### config.mk
export PLATFORM = sky130hd
export DESIGN_NAME = load_store_unit
export DESIGN_NICKNAME = d
export VERILOG_FILES = /design/src/rtl/mem_pkg.sv /design/src/rtl/byte_lane_align.sv /design/src/rtl/load_store_unit.sv
export SDC_FILE = /design/constraint.sdc
export NUM_CORES = 1
export LEC_CHECK = 0
export CORE_MARGIN = 5
export CORE_UTILIZATION = 48
export DETAILED_ROUTE_END_ITERATION = 7
export PLACE_DENSITY = 0.81
export SLEW_MARGIN = 20
export SYNTH_ARGS = -nofsm -noshare
export SYNTH_HDL_FRONTEND = slang
export SYNTH_SLANG_ARGS = --single-unit
### constraint.sdc
create_clock -name clk -period 3 [get_ports clk]
set_clock_uncertainty 0.1 [all_clocks]
set_input_delay 0.9 -clock clk [delete_from_list [all_inputs] [get_ports clk]]
set_output_delay 0.9 -clock clk [all_outputs]
set_load 0.005 [all_outputs]
### src/rtl/mem_pkg.sv
// Shared definitions for the load/store unit.
//   SIZE_*        : req_size encodings (2'b11 is reserved and always faults)
//   lsu_state_t   : sequencer states
//   is_misaligned : alignment / reserved-size check on a request
package mem_pkg;

  localparam logic [1:0] SIZE_BYTE = 2'b00;
  localparam logic [1:0] SIZE_HALF = 2'b01;
  localparam logic [1:0] SIZE_WORD = 2'b10;

  typedef enum logic [1:0] {
    IDLE     = 2'b00,
    ACCESS   = 2'b01,
    MERGE_WR = 2'b10
  } lsu_state_t;

  function automatic logic is_misaligned(input logic [1:0] size, input logic [1:0] off);
    case (size)
      SIZE_BYTE: is_misaligned = 1'b0;
      SIZE_HALF: is_misaligned = off[0];
      SIZE_WORD: is_misaligned = (off != 2'b00);
      default:   is_misaligned = 1'b1;
    endcase
  endfunction

endpackage

### src/rtl/byte_lane_align.sv
// Combinational lane steering between a 32-bit DMEM word and sub-word data.
//   word        in  : word currently read from DMEM
//   off         in  : byte offset addr[1:0] (little-endian lanes)
//   size        in  : access size encoding
//   is_unsigned in  : loads only, 1 = zero-extend
//   wdata       in  : right-aligned store data
//   load_data   out : selected lane, sign/zero extended to 32 bits
//   merged      out : word with the addressed lane(s) replaced by wdata
module byte_lane_align
  import mem_pkg::*;
#(
  parameter int DATA_W = 32
) (
  input  logic [DATA_W-1:0] word,
  input  logic [1:0]        off,
  input  logic [1:0]        size,
  input  logic              is_unsigned,
  input  logic [DATA_W-1:0] wdata,
  output logic [DATA_W-1:0] load_data,
  output logic [DATA_W-1:0] merged
);

  logic [7:0]  byte_sel;
  logic [15:0] half_sel;
  logic signed [DATA_W-1:0] byte_sx;
  logic signed [DATA_W-1:0] half_sx;

  always_comb begin
    case (off)
      2'd0:    byte_sel = word[7:0];
      2'd1:    byte_sel = word[15:8];
      2'd2:    byte_sel = word[23:16];
      default: byte_sel = word[31:24];
    endcase
    half_sel = off[1] ? word[31:16] : word[15:0];

    // Extension bit is the lane MSB for signed loads, zero otherwise.
    byte_sx = $signed({{24{byte_sel[7] & ~is_unsigned}}, byte_sel});
    half_sx = $signed({{16{half_sel[15] & ~is_unsigned}}, half_sel});

    case (size)
      SIZE_BYTE: load_data = byte_sx;
      SIZE_HALF: load_data = half_sx;
      default:   load_data = word;
    endcase
  end

  always_comb begin
    merged = word;
    case (size)
      SIZE_BYTE: begin
        case (off)
          2'd0:    merged[7:0]   = wdata[7:0];
          2'd1:    merged[15:8]  = wdata[7:0];
          2'd2:    merged[23:16] = wdata[7:0];
          default: merged[31:24] = wdata[7:0];
        endcase
      end
      SIZE_HALF: begin
        if (off[1]) merged[31:16] = wdata[15:0];
        else        merged[15:0]  = wdata[15:0];
      end
      default: merged = wdata;
    endcase
  end

endmodule

### src/rtl/load_store_unit.sv
// Memory-stage sequencer: turns byte/half/word loads and stores into DMEM
// word accesses. Sub-word stores read-modify-write because DMEM has no
// byte enables; misaligned or reserved-size requests fault without touching DMEM.
//   req_*  : request handshake (req_ready high only in IDLE)
//   rsp_*  : one-cycle completion pulse with load data and error flag
//   dmem_* : word-indexed DMEM port, combinational read, posedge write
module load_store_unit
  import mem_pkg::*;
#(
  parameter int ADDR_W = 32,
  parameter int DATA_W = 32
) (
  input  logic              clk,
  input  logic              rst_n,
  input  logic              req_valid,
  output logic              req_ready,
  input  logic              req_we,
  input  logic [1:0]        req_size,
  input  logic              req_unsigned,
  input  logic [ADDR_W-1:0] req_addr,
  input  logic [DATA_W-1:0] req_wdata,
  output logic              rsp_valid,
  output logic [DATA_W-1:0] rsp_rdata,
  output logic              rsp_err,
  output logic [ADDR_W-1:0] dmem_address,
  output logic [DATA_W-1:0] dmem_data_in,
  output logic              dmem_mem_write,
  output logic              dmem_mem_read,
  input  logic [DATA_W-1:0] dmem_data_out
);

  lsu_state_t        state;
  logic              we_q;
  logic [1:0]        size_q;
  logic              uns_q;
  logic [ADDR_W-1:0] addr_q;
  logic [DATA_W-1:0] wdata_q;
  logic [DATA_W-1:0] merge_q;

  logic [DATA_W-1:0] load_data;
  logic [DATA_W-1:0] merged;
  logic              word_store;

  byte_lane_align #(.DATA_W(DATA_W)) u_align (
    .word        (dmem_data_out),
    .off         (addr_q[1:0]),
    .size        (size_q),
    .is_unsigned (uns_q),
    .wdata       (wdata_q),
    .load_data   (load_data),
    .merged      (merged)
  );

  assign req_ready    = (state == IDLE);
  assign word_store   = we_q && (size_q == SIZE_WORD);
  // addr_q is held from accept until the next accept, so the index is stable
  // across ACCESS -> MERGE_WR.
  assign dmem_address = {2'b00, addr_q[ADDR_W-1:2]};

  always_comb begin
    dmem_mem_read  = (state == ACCESS) && !word_store;
    dmem_mem_write = ((state == ACCESS) && word_store) || (state == MERGE_WR);
    dmem_data_in   = (state == MERGE_WR) ? merge_q : wdata_q;
  end

  always_ff @(posedge clk or negedge rst_n) begin
    if (!rst_n) begin
      state     <= IDLE;
      we_q      <= 1'b0;
      size_q    <= 2'b00;
      uns_q     <= 1'b0;
      addr_q    <= '0;
      wdata_q   <= '0;
      merge_q   <= '0;
      rsp_valid <= 1'b0;
      rsp_rdata <= '0;
      rsp_err   <= 1'b0;
    end else begin
      rsp_valid <= 1'b0;
      case (state)
        IDLE: begin
          if (req_valid) begin
            we_q    <= req_we;
            size_q  <= req_size;
            uns_q   <= req_unsigned;
            addr_q  <= req_addr;
            wdata_q <= req_wdata;
            // Faulting requests complete straight from IDLE; rsp_rdata holds.
            if (is_misaligned(req_size, req_addr[1:0])) begin
              rsp_valid <= 1'b1;
              rsp_err   <= 1'b1;
            end else begin
              state <= ACCESS;
            end
          end
        end
        ACCESS: begin
          if (!we_q) begin
            rsp_rdata <= load_data;
            rsp_valid <= 1'b1;
            rsp_err   <= 1'b0;
            state     <= IDLE;
          end else if (word_store) begin
            rsp_valid <= 1'b1;
            rsp_err   <= 1'b0;
            state     <= IDLE;
          end else begin
            merge_q <= merged;
            state   <= MERGE_WR;
          end
        end
        MERGE_WR: begin
          rsp_valid <= 1'b1;
          rsp_err   <= 1'b0;
          state     <= IDLE;
        end
        default: state <= IDLE;
      endcase
    end
  end

endmodule

# --- After elaboration in Yosys (flattened, before gate mapping) ---
# Cells that the tools add are included.
totals:
  ff_bits: 136
  latchBits: 0
  ramBits: 0
  romBits: 0
  inputBits: 103
  output_inout_bits: 101
  word_cells: 73
  n_memories: 0
op_classes:
  addsub: 0
  n_mul: 0
  div: 0
  order_cmp: 0
  n_eq_ne: 12
  shifts: 0
  n_mux: 29
  n_bitwise: 5
  n_reduce_logical: 17
ops:
  columns: ["op", "count"]
  rows:
  - ["$pmux 32 s2", 2]
  - ["$mux 16", 3]
  - ["$mux 32", 1]
  - ["$mux 8", 4]
  - ["$pmux 8 s3", 1]
  - ["$mux 1", 10]
  - ["$pmux 1 s3", 3]
  - ["$eq 2x1->1 const B", 4]
  - ["$eq 2x2->1 const B", 4]
  - ["$logic_not 2->1", 4]
  - ["$mux 2", 4]
  - ["$reduce_and 2->1", 3]
  - ["$ne 2x2->1 const B", 2]
  - ["$pmux 2 s2", 1]
  - ["$reduce_and 4->1", 1]
  - ["$logic_and 1x1->1", 3]
  - ["$ne 3x3->1 const B", 1]
  - ["$not 1->1", 3]
  - ["$reduce_and 3->1", 1]
  - ["$reduce_bool 3->1", 1]
  - ["$reduce_or 3->1", 1]
  - ["$and 1x1->1", 2]
  - ["$ne 2x1->1 const B", 1]
  - ["$reduce_bool 2->1", 1]
  - ["2 further kinds", 2]

# --- Logic depth before layout (Yosys ltp) ---
# Gate-level depths: netlist of run 1.
logic_depth:
  word_depth: 7
  depth_mapped: 8
  mapped_depth_nobuf: 6

# --- Cells and area by module ---
# Synthesis of run 1 repeated with hierarchy kept, for this count alone.
hier_totals:
  hier_cells: 630
  hier_area_um2: 7823.8
by_module_without_submodules:
  columns: ["mod", "instances", "cells_per_inst", "area_each_um2", "seq_area_each_um2"]
  rows:
  - ["load_store_unit", 1, 379, 5895.7, 3403.3]
  - ["byte_lane_align", 1, 251, 1928.1, 0.0]

# --- Worst setup path after synthesis of run 1 ---
# Ideal clock, no wire load.
synth_path:
  path_kind: "register -> output"
  from: "register state[0]"
  to: "output dmem_data_in[10]"
  t_arrival_ns: 1.562
  t_required_ns: 2.000
  setup_slack_ns: 0.438
  path_stages_with_launch: 6
  path_buffers: 2
  cell_sequence: "dfrtp_1 inv_1 ha_1 clkbuf_1 buf_1 mux2_2"
synth_between:
  elab_chain_cells: 2
synth_rtl:
  columns: ["element", "line", "source"]
  rows:
  - ["from (decl)", "load_store_unit.sv:32", "lsu_state_t state;"]
  - ["from (signal assigned)", "load_store_unit.sv:68", "state <= IDLE;"]
  - ["from (signal assigned)", "load_store_unit.sv:93", "state <= ACCESS;"]
  - ["from (signal assigned)", "load_store_unit.sv:102", "state <= IDLE;"]
  - ["$eq 2x2->1", "load_store_unit.sv:63", "dmem_data_in = (state == MERGE_WR) ? merge_q : wdata_q;"]
  - ["$mux 32", "load_store_unit.sv:63", null]
  - ["to (decl)", "load_store_unit.sv:26", "output logic [DATA_W-1:0] dmem_data_in,"]
# Every way passes these cells.

# --- Final worst setup path of run 1 ---
layout_path:
  from: "register state[1]"
  to: "output dmem_mem_write"
layout_between:
  elab_chain_cells: 3
  word_cells_on_any_way: 4
  cone_classes: "eq/ne (2); reduce/logical (2)"
layout_rtl:
  columns: ["element", "line", "source"]
  rows:
  - ["$eq 2x1->1", "load_store_unit.sv:62", "dmem_mem_write = ((state == ACCESS) && word_store) || (state == MERGE_WR);"]
  - ["$logic_and 1x1->1", "load_store_unit.sv:62", null]
  - ["$logic_or 1x1->1 (*)", "load_store_unit.sv:62", null]
  - ["to (decl)", "load_store_unit.sv:27", "output logic dmem_mem_write,"]
# Every way passes the cells marked *; elsewhere a longest branch is shown, timed or not.

==> results of run 1 <==
cells in the final DEF, fill, tap and decap left out, types with 9 or more instances in the layout:
cell type / Yosys / final
nor2b_1: 13 / 12
mux2_2: 140 / 140
clkbuf_16: 0 / 17
clkdlybuf4s50_1: 0 / 167
o31ai_1: 9 / 9
a21oi_1: 18 / 18
dlygate4sd2_1: 0 / 30
o22ai_1: 15 / 15
nor2_1: 34 / 33
nand2_1: 60 / 59
mux2i_1: 26 / 26
o21ai_0: 31 / 31
buf_4: 32 / 23
a222oi_1: 16 / 16
dfrtp_1: 136 / 136
state kept, by name, indices dropped and copies added (netlist names):
| signal | flops |
|---|---|
| addr_q | 32 |
| merge_q | 32 |
| rsp_err | 1 |
| rsp_rdata | 32 |
| rsp_valid | 1 |
| size_q | 2 |
| state | 2 |
| uns_q | 1 |
| wdata_q | 32 |
| we_q | 1 |
critical path, stage by stage (launching register included):
cell and delay [ns]:
dfrtp_1 0.43, ha_4 0.21, buf_6 0.13, buf_16 0.14, buf_12 0.12, a31o_2 0.20
dlygate4sd2_1 0.27
cell usage after synthesis:
library cell / count / area share (%)
mux2_2: 140 / 22
conb_1: 1 / 0.053
mux2i_1: 26 / 3.7
o31ai_2: 1 / 0.18
o32ai_4: 1 / 0.39
clkbuf_1: 21 / 1.1
o21bai_1: 1 / 0.11
nand3_1: 1 / 0.071
inv_1: 5 / 0.26
nand2_2: 1 / 0.088
a21o_1: 1 / 0.11
ha_1: 4 / 0.71
buf_4: 32 / 3.4
nand3b_1: 1 / 0.11
nor2b_1: 13 / 1.1
a21boi_0: 2 / 0.21
a211oi_1: 3 / 0.32
buf_2: 11 / 0.78
or2_1: 1 / 0.088
nand2b_1: 4 / 0.35
buf_1: 11 / 0.58
o21ai_0: 31 / 2.2
buf_6: 3 / 0.48
o31ai_1: 9 / 0.95
a21oi_1: 18 / 1.3
a31oi_1: 8 / 0.71
o21ba_2: 1 / 0.14
or3b_1: 1 / 0.12
and2_1: 1 / 0.088
a221oi_1: 1 / 0.12
a31o_2: 1 / 0.12
nor3_1: 3 / 0.21
a222oi_1: 16 / 2.3
o22ai_1: 15 / 1.3
nand2_1: 60 / 3.2
dfrtp_1: 136 / 48
a22oi_1: 8 / 0.85
nor2_1: 34 / 1.8
o21ai_1: 3 / 0.21
cells by family (layout without fill, tap and decap cells):
group	after synthesis	after routing	synth area share, %
multiplexers	166	166	25.9
buffers and inverters	83	270	6.60
AO/OA/AOI/OAI	120	120	11.5
flip-flops	136	136	48.0
AND/OR/NAND/NOR	120	120	7.26
other	1	4	0.0529
adder cells (fa/ha/maj)	4	4	0.706
metrics by stage:
stage | setup TNS [ns] | utilization [%] | instance area [µm²] | setup slack [ns] | total power, W
6_report | 0 | 68.2 | 9920 | 0.0645 | 0.0112
5_1_grt | 0 | 68.2 | 9920 | 0.00428 | 0.0118
4_1_cts | -0.0856 | 67.9 | 9870 | -0.0856 | 0.0112
3_5_place_dp | 0 | 62.8 | 9120 | 0.201 | 0.00883
3_3_place_gp | 0 | 62.8 | 9120 | 0.266 | 0.00864
2_1_floorplan | 0 | - | 7090 | 0.438 | 0.00653
power by group:
group | internal [W] | leakage (nW) | switching, W
sequential | 0.00277 | 1.62 | 0.000721
combinational | 0.00296 | 2.29 | 0.00237
clock | 0.00156 | 0.327 | 0.000812
area by class of cell:
class | count | area share [%]
flip-flops and latches | 136 | 34.3
multi-input cells | 412 | 32.9
repair buffers | 233 | 23.4
clock buffers | 17 | 4.29
clock inverters | 15 | 2.52
well taps | 184 | 2.32
inverters | 5 | 0.189
diodes | 2 | 0.0505
how the worst min path moves through the flow:
| stage | endpoint | slack [ns] | depth (start not counted) |
|---|---|---|---|
| after floorplan | merge_q[10] | 0.34 | 2 |
| after global placement | merge_q[6] | 0.36 | 2 |
| after detailed placement | merge_q[27] | 0.37 | 2 |
| after CTS | addr_q[30] | 0.36 | 1 |
| after global routing | rsp_rdata[2] | 0.38 | 1 |
| final | addr_q[30] | 0.35 | 1 |
timing repair:
action | 4_1_cts | 5_1_grt
endpoints found under the setup margin | 33 | 5
gates resized for setup | 42 | 5
pin swaps | 1 | 0
setup buffers | 5 | 3
cloned | 1 | 0
per-layer routing:
| layer | routed length [µm] | part of all wire (%) | global-route usage, % | up-vias |
|---|---|---|---|---|
| li1 | - | - | - | 2589 |
| met1 | 8530 | 39 | 31.3 | 2826 |
| met2 | 10700 | 49 | 40.5 | 333 |
| met3 | 1920 | 8.8 | 6.12 | 61 |
| met4 | 723 | 3.3 | 11.3 | 0 |
| met5 | 0 | 0 | 0 | - |
==> run summary, run 1 <==
r2r worst-path depth - 4
Final Setup Violations - 0
DIE HEIGHT - 132 µm
failing checks - DRC
Rows - 44
Total GRT Usage - 24.8%
Worst EP arrival - 1.94 ns
P_leak - 4.23 nW
Yosys reg bits - 136
Overflow after GRT - 0
smallest hold slack - 0.345 ns
register area share after synthesis - 48.0%
DRC - 2
gpl congestion - 0.893
worst setup path endpoint - dmem_mem_write
reg-to-reg startpoint - addr_q[0]
r2r setup slk - 0.61 ns
I/O Buffers - 201
crit path from - state[1]
DRT iter0 DRCs - 578
ratio of cells with drive above 1 in the final layout - 26.7%
Syn. warnings - 0
r2r endpoint - merge_q[23]
slew of the pin with the lowest slew margin - 0.847 ns
Worst setup EP type - output pin
maximum root-to-sink buffer count - 2
DIE AREA - 17300 µm²
Worst slew margin - 43.4%
Ports - 204
FF/Latch Area - 3400 µm²
root buffer cell - clkbuf_16
Crit path required time - 2.00 ns
critical path fanouts, max - 10
critical path type - register to output pin
DP HPWL - 15700 µm
crit share post-route - 97.9%
Nets - 912
Hold Vio Cnt, Final - 0
startpoint types - register
Area Overhead vs Synth - 39.9%
Cell Pwr Density - 1130 nW/µm²
RSZ-0062 raised after global routing - no
Routed WL - 21800 µm
total CTS buffers - 17
hold crit path type - input port to async pin
drt first pass iters - 8
Hold Buf Count CTS - 0
worst skew pair latency - 0.42 ns
multi-input logic area - 3260 µm²
Slew Limit Fails - 0
first-pass GRT wire length - 34000 µm
minimum clock period - 2.94 ns
outcome - finished with violations
Avg Cell Area, Syn - 11.3 µm²
Vias per Instance - 5.79
Post-DRT Antenna Nets - 0
clock slew at reported path FFs - 0.06 ns
DR vias - 5809
FMAX - 0.341 GHz
initial antenna violation count - 2
# H-tree levels - 4
Syn Inst Count - 630
vias in the first global route - 6197
maximum VDD drop - 532 µV
Cell Area, Synth - 7090 µm²
library cells used by synthesis - 39
Layout Cells excl Fill - 1004
max_cap viols - 0
Fillers - 1040
CTS tree - done
Die Span X - 132 µm
largest net degree at the start of global routing - 66
Initial Utilization - 48.8%
Core Area - 14500 µm²
clk sinks - 136
Inst Count DP - 961
Avg WL per Cell - 21.8 µm
Note: power is estimated with default switching activity, not from simulation.
==> run 2, diff against run 1 <==
--- a/config.mk
+++ b/config.mk
@@ -6,9 +6,11 @@
 export NUM_CORES = 1
 export LEC_CHECK = 0
 export CORE_MARGIN = 5
-export CORE_UTILIZATION = 48
+export CORE_UTILIZATION = 50
+export CTS_BUF_LIST = sky130_fd_sc_hd__clkbuf_8
 export DETAILED_ROUTE_END_ITERATION = 7
-export PLACE_DENSITY = 0.81
+export PLACE_DENSITY = 0.83
+export SKIP_LAST_GASP = 1
 export SLEW_MARGIN = 20
 export SYNTH_ARGS = -nofsm -noshare
 export SYNTH_HDL_FRONTEND = slang
==> run 2 against run 1 <==
  * The flow finishes with violations (DRC, setup timing)
  * Via count hardly changed
  * Count of clock-buffer cells in the layout grew 2
  * Clock power shrank 26%
  * Die area down 3.7%
  * Sequential share of layout area increased by 0.54 points
  * Total power fell by 4.7%
  * Register-to-register slack improved by 0.11 ns
  * Sequential power hardly changed
  * Non-clock buffer count rose by 2
==> run summary, run 2 (synthesized netlist as in run 1, its figures left out) <==
outcome - finished with violations
failing checks - DRC, setup timing
critical path type - register to output pin
ratio of cells with drive above 1 in the final layout - 26.5% (-0.15 points)
I/O Buffers - 201 (unchanged)
Worst setup EP type - output pin
final core utilization - 70.3% (+2.1 points)
smallest hold slack - 0.343 ns (-0.00269 ns)
startpoint types - register
root buffer cell - clkbuf_8
Rows - 43 (-2.3%)
Total GRT Usage - 26.4% (+1.6 points)
maximum root-to-sink buffer count - 2 (unchanged)
commonest non-fill, non-tap cell in the layout - clkdlybuf4s50_1
Routed WL - 21800 µm (about the same)
r2r setup slk - 0.72 ns (+0.11 ns)
Initial Utilization - 51.1% (+2.3 points)
DP HPWL - 15800 µm (+0.41%)
DIE AREA - 16700 µm² (-3.7%)
Nets - 914 (+0.22%)
Final Setup Violations - 17 (+17)
Cell Pwr Density - 1090 nW/µm² (-3.3%)
maximum VDD drop - 542 µV (+1.9%)
hold crit path type - input port to async pin
met3 wire length - 2030 µm (+5.9%)
clock slew at reported path FFs - 0.07 ns (about the same)
Post-DRT Antenna Nets - 0 (unchanged)
clk sinks - 136 (unchanged)
DIE HEIGHT - 129 µm (-1.9%)
Avg WL per Cell - 21.8 µm (+0.37%)
Vias per Instance - 5.81 (+0.45%)
Core Area - 13900 µm² (-4.5%)
top routing layer in use - met5
P_leak - 4.22 nW (-0.16%)
total CTS buffers - 17 (unchanged)
Slew Limit Fails - 0 (unchanged)
critical path fanouts, max - 7 (-3)
Hold Vio Cnt, Final - 0 (unchanged)
DRC - 1 (-1)
Area Overhead vs Synth - 37.8%
FMAX - 0.320 GHz (-6.0%)
Overflow after GRT - 0 (unchanged)
vias in the first global route - 6010 (-3.0%)
initial antenna violation count - 2 (unchanged)
setup ws final - -0.122 ns (-0.187 ns)
Die Span X - 129 µm (-1.9%)
DR vias - 5812 (+0.052%)
Worst EP arrival - 2.12 ns (+0.18 ns)
drt first pass iters - 8 (unchanged)
first-pass GRT wire length - 33300 µm (-2.1%)
Placed Area - 9120 µm² (about the same)
WL met1 - 8500 µm (-0.33%)
# H-tree levels - 4 (unchanged)
most frequent cells in the layout - 184 x clkdlybuf4s50_1, 140 x mux2_2, 136 x dfrtp_1
Worst slew margin - 43.2% (-0.22 points)
DRT iter0 DRCs - 538 (-6.9%)
Crit path required time - 2.00 ns (about the same)
minimum clock period - 3.12 ns (+0.187 ns)
crit share post-route - 104% (+6.2 points)
met2 wire len - 10400 µm (-2.8%)
worst skew pair latency - 0.45 ns (+0.03 ns)
CTS tree - done
largest net degree at the start of global routing - 64 (-3.0%)
slew of the pin with the lowest slew margin - 0.852 ns (+0.00504 ns)
Ports - 204 (unchanged)
max_cap viols - 0 (unchanged)
gpl congestion - 0.863 (-3.4%)
RSZ-0062 raised after global routing - yes
design area - 9760 µm² (-1.5%)
==> run 2: changes by cell type in the layout (fill, tap and decap cells not counted), moves of 2 or more <==
cell	previous run	this run
clkdlybuf4s50_1	167	184
clkbuf_16	17	0
clkinv_4	5	3
buf_4	23	26
dlymetal6s2s_1	1	15
dlygate4sd2_1	30	1
inv_1	3	5
clkbuf_8	0	19
clkdlybuf4s15_1	2	0
==> run 2: path summary, 6_finish.rpt <==
kind	start	to	depth (start not counted)
setup / recovery	state[0]	dmem_data_in[14]	5
hold / removal	rst_n	addr_q[30]	1
setup reg to reg	size_q[1]	rsp_rdata[21]	6
hold reg to reg	rsp_rdata[4]	rsp_rdata[4]	2
max in group asynchronous	rst_n	addr_q[4]	2
min in group clk	rsp_rdata[4]	rsp_rdata[4]	2
==> run 2: layout make-up <==
| type | instances | area, µm² |
|---|---|---|
| well taps | 180 | 225 |
| diodes | 1 | 2.50 |
| clock inverters | 12 | 200 |
| clock buffers | 19 | 262 |
| inverters | 5 | 18.8 |
| multi-input cells | 412 | 3260 |
| repair buffers | 235 | 2390 |
| flip-flops and latches | 136 | 3400 |
| fillers | 985 | 4120 |
==> run 2: per-layer routing <==
| metal | up-vias | track usage, % |
|---|---|---|
| met5 | - | 0 |
| met3 | 64 | 7.79 |
| li1 | 2587 | - |
| met1 | 2842 | 33.8 |
| met2 | 317 | 41.6 |
| met4 | 2 | 12.2 |
==> run 2: critical path: stages (launching register included) <==
cell	delay, ns
dfrtp_1	0.40
inv_2	0.09
ha_4	0.21
buf_6	0.17
mux2_2	0.35
clkdlybuf4s50_1	0.45
==> run 2: repair_timing <==
action / in CTS / in global routing
setup endpoints to repair: 34 / 33
setup buffers: 3 / 6
hold buffers: 0 / 0
pin swaps: 1 / 0
resized for setup: 9 / 16
cloned: 2 / 0
==> run 2: power by group <==
part / internal (W) / total, W / switching [W]
Combinational: 0.00308 / 0.00540 / 0.00231
Sequential: 0.00276 / 0.00351 / 0.000754
Clock: 0.00103 / 0.00175 / 0.000721
==> run 2: per-stage QoR <==
stage,setup TNS (ns),setup slack [ns],total power [W],instances
2_1_floorplan,0,0.438,0.00653,631
3_3_place_gp,0,0.273,0.00862,957
3_5_place_dp,0,0.194,0.00882,957
4_1_cts,-4.07,-0.155,0.0107,993
5_1_grt,-3.30,-0.193,0.0113,1000
6_report,-1.83,-0.122,0.0107,1000
